<file path="src/rtl/key_pkg.sv">
// key_pkg: shared definitions for the key_capture input stage.
// FSM state encodings, key bit positions and the default debounce length.
package key_pkg;

  typedef enum logic [1:0] {
    ST_IDLE     = 2'd0,
    ST_DEBOUNCE = 2'd1,
    ST_HOLD     = 2'd2,
    ST_RELEASE  = 2'd3
  } key_state_e;

  localparam int NUM_KEYS = 4;

  // Bit positions within key_in / the one-hot code: a is the MSB.
  localparam int KEY_A = 3;
  localparam int KEY_B = 2;
  localparam int KEY_C = 1;
  localparam int KEY_D = 0;

  localparam int DB_CYCLES_DEFAULT = 4;

endpackage

</file>
<file path="src/rtl/key_sync.sv">
// key_sync: per-bit synchronizer for the raw key lines.
// Depth is two flops when KEY_CAPTURE_SYNC2_EN is defined, otherwise a single
// sampling flop (only for key lines already synchronous to clk).
module key_sync
  import key_pkg::*;
#(
  parameter int W = NUM_KEYS
) (
  input  logic         clk,
  input  logic         rst_n,
  input  logic [W-1:0] d_i,
  output logic [W-1:0] q_o
);

`ifdef KEY_CAPTURE_SYNC2_EN
  localparam int STAGES = 2;
`else
  localparam int STAGES = 1;
`endif

  logic [STAGES-1:0][W-1:0] stage_q;

  // Shift chain; stage 0 samples the raw lines, the last stage is the output.
  always_ff @(posedge clk or negedge rst_n) begin
    if (!rst_n) begin
      stage_q <= '0;
    end else begin
      stage_q[0] <= d_i;
      for (int i = 1; i < STAGES; i++) begin
        stage_q[i] <= stage_q[i-1];
      end
    end
  end

  assign q_o = stage_q[STAGES-1];

endmodule

</file>
<file path="src/rtl/key_capture.sv">
// key_capture: debounces four raw key lines, resolves simultaneous presses by
// fixed priority (a > b > c > d) and presents a registered one-hot code with a
// valid/ack handshake. Synchronizer depth is selected by KEY_CAPTURE_SYNC2_EN.
//
// state    | meaning
// IDLE     | no key seen; waiting for any synchronized key high
// DEBOUNCE | counting consecutive identical samples of cand
// HOLD     | code captured, valid high, outputs frozen until ack
// RELEASE  | waiting for all keys to read low for DB_CYCLES samples
module key_capture
  import key_pkg::*;
#(
  parameter int DB_CYCLES = DB_CYCLES_DEFAULT
) (
  input  logic                clk,
  input  logic                rst_n,
  input  logic [NUM_KEYS-1:0] key_in,
  input  logic                ack,
  output logic                a,
  output logic                b,
  output logic                c,
  output logic                d,
  output logic                valid
);

  localparam int            CW       = $clog2(DB_CYCLES + 1);
  localparam logic [CW-1:0] CNT_ONE  = CW'(1);
  localparam logic [CW-1:0] CNT_LAST = CW'(DB_CYCLES - 1);

  // Highest-priority set key wins; result is one-hot or zero.
  function automatic logic [NUM_KEYS-1:0] prio_onehot(input logic [NUM_KEYS-1:0] k);
    logic [NUM_KEYS-1:0] r;
    r = '0;
    if (k[KEY_A])      r[KEY_A] = 1'b1;
    else if (k[KEY_B]) r[KEY_B] = 1'b1;
    else if (k[KEY_C]) r[KEY_C] = 1'b1;
    else if (k[KEY_D]) r[KEY_D] = 1'b1;
    return r;
  endfunction

  logic [NUM_KEYS-1:0] s;
  logic [NUM_KEYS-1:0] cand_q;
  logic [CW-1:0]       cnt_q;
  key_state_e          state_q;
  logic [NUM_KEYS-1:0] code_q;
  logic                valid_q;

  key_sync #(
    .W (NUM_KEYS)
  ) u_sync (
    .clk   (clk),
    .rst_n (rst_n),
    .d_i   (key_in),
    .q_o   (s)
  );

  // Debounce / capture / release sequencer with registered outputs.
  always_ff @(posedge clk or negedge rst_n) begin
    if (!rst_n) begin
      state_q <= ST_IDLE;
      cand_q  <= '0;
      cnt_q   <= '0;
      code_q  <= '0;
      valid_q <= 1'b0;
    end else begin
      case (state_q)
        ST_IDLE: begin
          if (s != '0) begin
            cand_q <= s;
            if (DB_CYCLES == 1) begin
              // A single sample is already stable enough: capture immediately.
              code_q  <= prio_onehot(s);
              valid_q <= 1'b1;
              cnt_q   <= '0;
              state_q <= ST_HOLD;
            end else begin
              cnt_q   <= CNT_ONE;
              state_q <= ST_DEBOUNCE;
            end
          end
        end
        ST_DEBOUNCE: begin
          if (s == cand_q) begin
            if (cnt_q == CNT_LAST) begin
              code_q  <= prio_onehot(cand_q);
              valid_q <= 1'b1;
              cnt_q   <= '0;
              state_q <= ST_HOLD;
            end else begin
              cnt_q <= cnt_q + 1'b1;
            end
          end else if (s == '0) begin
            cnt_q   <= '0;
            state_q <= ST_IDLE;
          end else begin
            // Key pattern changed while still bouncing: start over on the new one.
            cand_q <= s;
            cnt_q  <= CNT_ONE;
          end
        end
        ST_HOLD: begin
          if (ack) begin
            valid_q <= 1'b0;
            code_q  <= '0;
            cnt_q   <= '0;
            state_q <= ST_RELEASE;
          end
        end
        ST_RELEASE: begin
          // Re-arm only after every key has read low for DB_CYCLES samples.
          if (s == '0) begin
            if (cnt_q == CNT_LAST) begin
              cnt_q   <= '0;
              cand_q  <= '0;
              state_q <= ST_IDLE;
            end else begin
              cnt_q <= cnt_q + 1'b1;
            end
          end else begin
            cnt_q <= '0;
          end
        end
        default: begin
          state_q <= ST_IDLE;
          cnt_q   <= '0;
        end
      endcase
    end
  end

  assign a     = code_q[KEY_A];
  assign b     = code_q[KEY_B];
  assign c     = code_q[KEY_C];
  assign d     = code_q[KEY_D];
  assign valid = valid_q;

endmodule

</file>
<file path="config.mk">
export PLATFORM = sky130hd
export DESIGN_NAME = key_capture
export DESIGN_NICKNAME = d
export VERILOG_FILES = /design/src/rtl/key_pkg.sv /design/src/rtl/key_sync.sv /design/src/rtl/key_capture.sv
export SDC_FILE = /design/constraint.sdc
export NUM_CORES = 1
export LEC_CHECK = 0
export CAP_MARGIN = 5
export CORE_UTILIZATION = 45
export DETAILED_ROUTE_END_ITERATION = 6
export PLACE_DENSITY = 0.67
export SYNTH_ARGS = -nofsm -noshare
export SYNTH_HDL_FRONTEND = slang
export SYNTH_SLANG_ARGS = --single-unit
</file>
<file path="constraint.sdc">
create_clock -name clk -period 3.8 [get_ports clk]
set_input_delay 0.76 -clock clk [delete_from_list [all_inputs] [get_ports clk]]
set_output_delay 0.76 -clock clk [all_outputs]
set_load 0.03 [all_outputs]
</file>
==> impl_metrics.yaml <==
cts:
  cts_buffer_depth: 2
  worstSkewPairLatency_ps: 310
  cts-hold-fix-buffers: 0
  cts_sinks: 18
  cts_setup_buffers: 0
  cts-root-buf: "clkbuf_4"
  htreeDepth: 1
  cts_tree: "built"
  clkTransAtPathRegs_ps: 110
  numCtsBuffers: 3
  cts_resized: 0
yosys:
  synth_top_area_share: 0.453
  ys_warn_count: 0
  yosysSeqAreaShare: 0.453
  synth_area_sq_um: 993
  yosysTopAreaCell: "dfrtp_1"
  synthSimpleGateAreaFrac: 0.195
  netlist_top_cells_area: "dfrtp_1, ha_1, a22o_1"
  netlist_top_cells_count: "dfrtp_1, nand2_1, a22o_1, ha_1, xnor2_1"
  ys_ff_latch: 18
  ys.flop_type: "dfrtp_1"
  synth_edf_count: 0
  yosysUniqueCellTypes: 35
  netlist_instances: 90
  synthAdderAreaFrac: 0.0756
  synth_top_family_by_area: "compound AO/OA/AOI/OAI gates"
  synth_compound_area_frac: 0.219
  synth.most_common_cell: "dfrtp_1"
  syn_nets: 103
  syn_area_per_cell_sq_um: 11.0
  synth_xor_area_frac: 0.0353
  async_reset_ff_frac: 1.00
  synth_mux_area_frac: 0.0101
setup_path:
  required_ps: 3040
  path_cells: "clkdlybuf4s50_1"
  critPathLaunchType: "register"
  critPathKind: "reg2out"
  worst-path-max-fanout: 3
  arrival_ps: 1370
  cp_num_buf_inv: 1
  max_stage_delay_ps: 670
  slowest_stage: "clkdlybuf4s50_1"
  path_delay_family: "buffers and inverters"
  end_kind: "output pin"
status:
  status: "complete, no violations"
die:
  fp.dieW_um: 49.0
  ios: 12
  die_area_sq_mm: 0.00240
  initial_core_util: 0.491
  dieHeight_um: 49.0
  core_area_sq_mm: 0.00202
  row_count: 16
pwr:
  p_sw_frac: 0.365
  power_density_mw_per_mm2: 580
  p_seq_frac: 0.401
  p_switching_uw: 248
  p_leak_uw: 0.000515
  comb_power_share: 0.421
  ir_drop_uv: 262
  p_int_uw: 432
  pwr-share-clk: 0.178
sta:
  finalCriticalPeriod_ps: 2130
  tns_ps: 0
  setup_viol: 0
  drv_slew: 0
  fmax_ghz: 0.470
  max-slew-margin-rel: 0.470
  layout_setup_ws_ps: 1670
  final_hold_viol_count: 0
  min_period_over_period: 0.560
  worstMarginPinSlew_ps: 792
  fin_skew_ps: 7.49
  rsz0062_at_grt: "false"
route:
  drc: 0
  wire_per_inst_um: 13.5
  first_pass_iters: 4
  ant_nets: 0
  via_per_inst: 5.62
  num_vias: 742
  first_iter_violations: 5
  postRouteWirelength_um: 1780
grt:
  grt_pass1_wl_um: 3180
  grtUsageTotal: 0.176
  grt_use_met3: 0.0374
  gr-total-overflow: 0
  grt_busiest_layer: "met2"
  grt_use_met2: 0.271
  antenna_found_initial: 0
  grt_max_degree: 19
  grt_pass1_vias: 719
  met1_usage: 0.234
final_layout:
  stdcell_count: 132
  n_fill_cell: 181
  regArea_sq_um: 450
  nNetsFinal: 119
  drive_above_1_share: 0.0952
  finish.utilization: 0.580
  multi_input_area_sq_um: 532
  diodes: 0
  syn2layout_area_growth_pct: 18.1
placement:
  pre_cts_ws_ps: 1470
  hpwl_um: 1360
  numPortBuffers: 11
  place_congestion: 0.851
  dp_cells: 128
worst_hold_path:
  hold_path.class: "reg2reg"
job:
  cap_viol_max_count: 0
## cells by family after synthesis
| logic type | Yosys count |
|---|---|
| xor gates and xnor gates | 4 |
| and+or+nand+nor | 33 |
| buffers and inverters | 3 |
| DFF | 18 |
| adders and majority gates | 6 |
| AOI/OAI and AO/OA | 25 |
| muxes | 1 |
## flip-flops by register name, indices dropped and copies added, names as in the netlist, named ones only
name	flops
state_q	1
u_sync.q_o	4
cand_q	4
valid	1
cnt_q	3
code_q	4
## cells in the final DEF (no fill, tap or decap), types with 2 or more instances in the layout
master and instances:
dfrtp_1 18, clkbuf_4 3, inv_1 3, o21ai_0 2, a21o_1 2, clkdlybuf4s50_1 11, nand2_1 12, nand2b_1 3
and4_1 2, nor2b_1 3, nor2_1 3, ha_1 6, xnor2_1 4, a21oi_1 2, a22o_1 8
## per-layer routing
metal  vias to the layer above  wire length (um)
met1                       351               829
met2                        23               809
met5                         -                 0
met3                         5                97
met4                         0                42
li1                        363                 -
## worst paths after layout
check	start	endpoint	slack, ps	cells past startpoint
setup / recovery	valid$_DFFE_PN0P_	valid	1670	1
hold / removal	code_q[3]$_DFFE_PN0P_	code_q[3]$_DFFE_PN0P_	490	1
setup reg to reg	state_q[0]$_DFFE_PN0P_	register	1840	7
hold reg to reg	code_q[3]$_DFFE_PN0P_	code_q[3]$_DFFE_PN0P_	490	1
max in group asynchronous	rst_n	cand_q[0]$_DFFE_PN0P_	2400	1
min in group asynchronous	rst_n	valid$_DFFE_PN0P_	900	1
## final cells by class
class / instances / area share
multi-input cells: 69 / 0.453
flip-flops and latches: 18 / 0.384
repair buffers: 11 / 0.0938
clock buffers: 4 / 0.0309
well taps: 27 / 0.0288
inverters: 3 / 0.00959
## per-stage QoR
step,total power (uW),cell area (sq um),hold WS [ps]
6_report,680,1170,489
5_1_grt,734,1170,504
4_1_cts,687,1170,493
3_5_place_dp,563,1140,470
3_3_place_gp,559,1140,464
2_1_floorplan,498,993,453
## power groups by stage
stage	Clock (uW)	Sequential [uW]	Combinational, uW
6_report	121	273	286
5_1_grt	135	281	318
4_1_cts	125	273	288
3_3_place_gp	0	276	283
3_5_place_dp	0	278	285
2_1_floorplan	0	267	231
(Power assumes the default switching activity.)
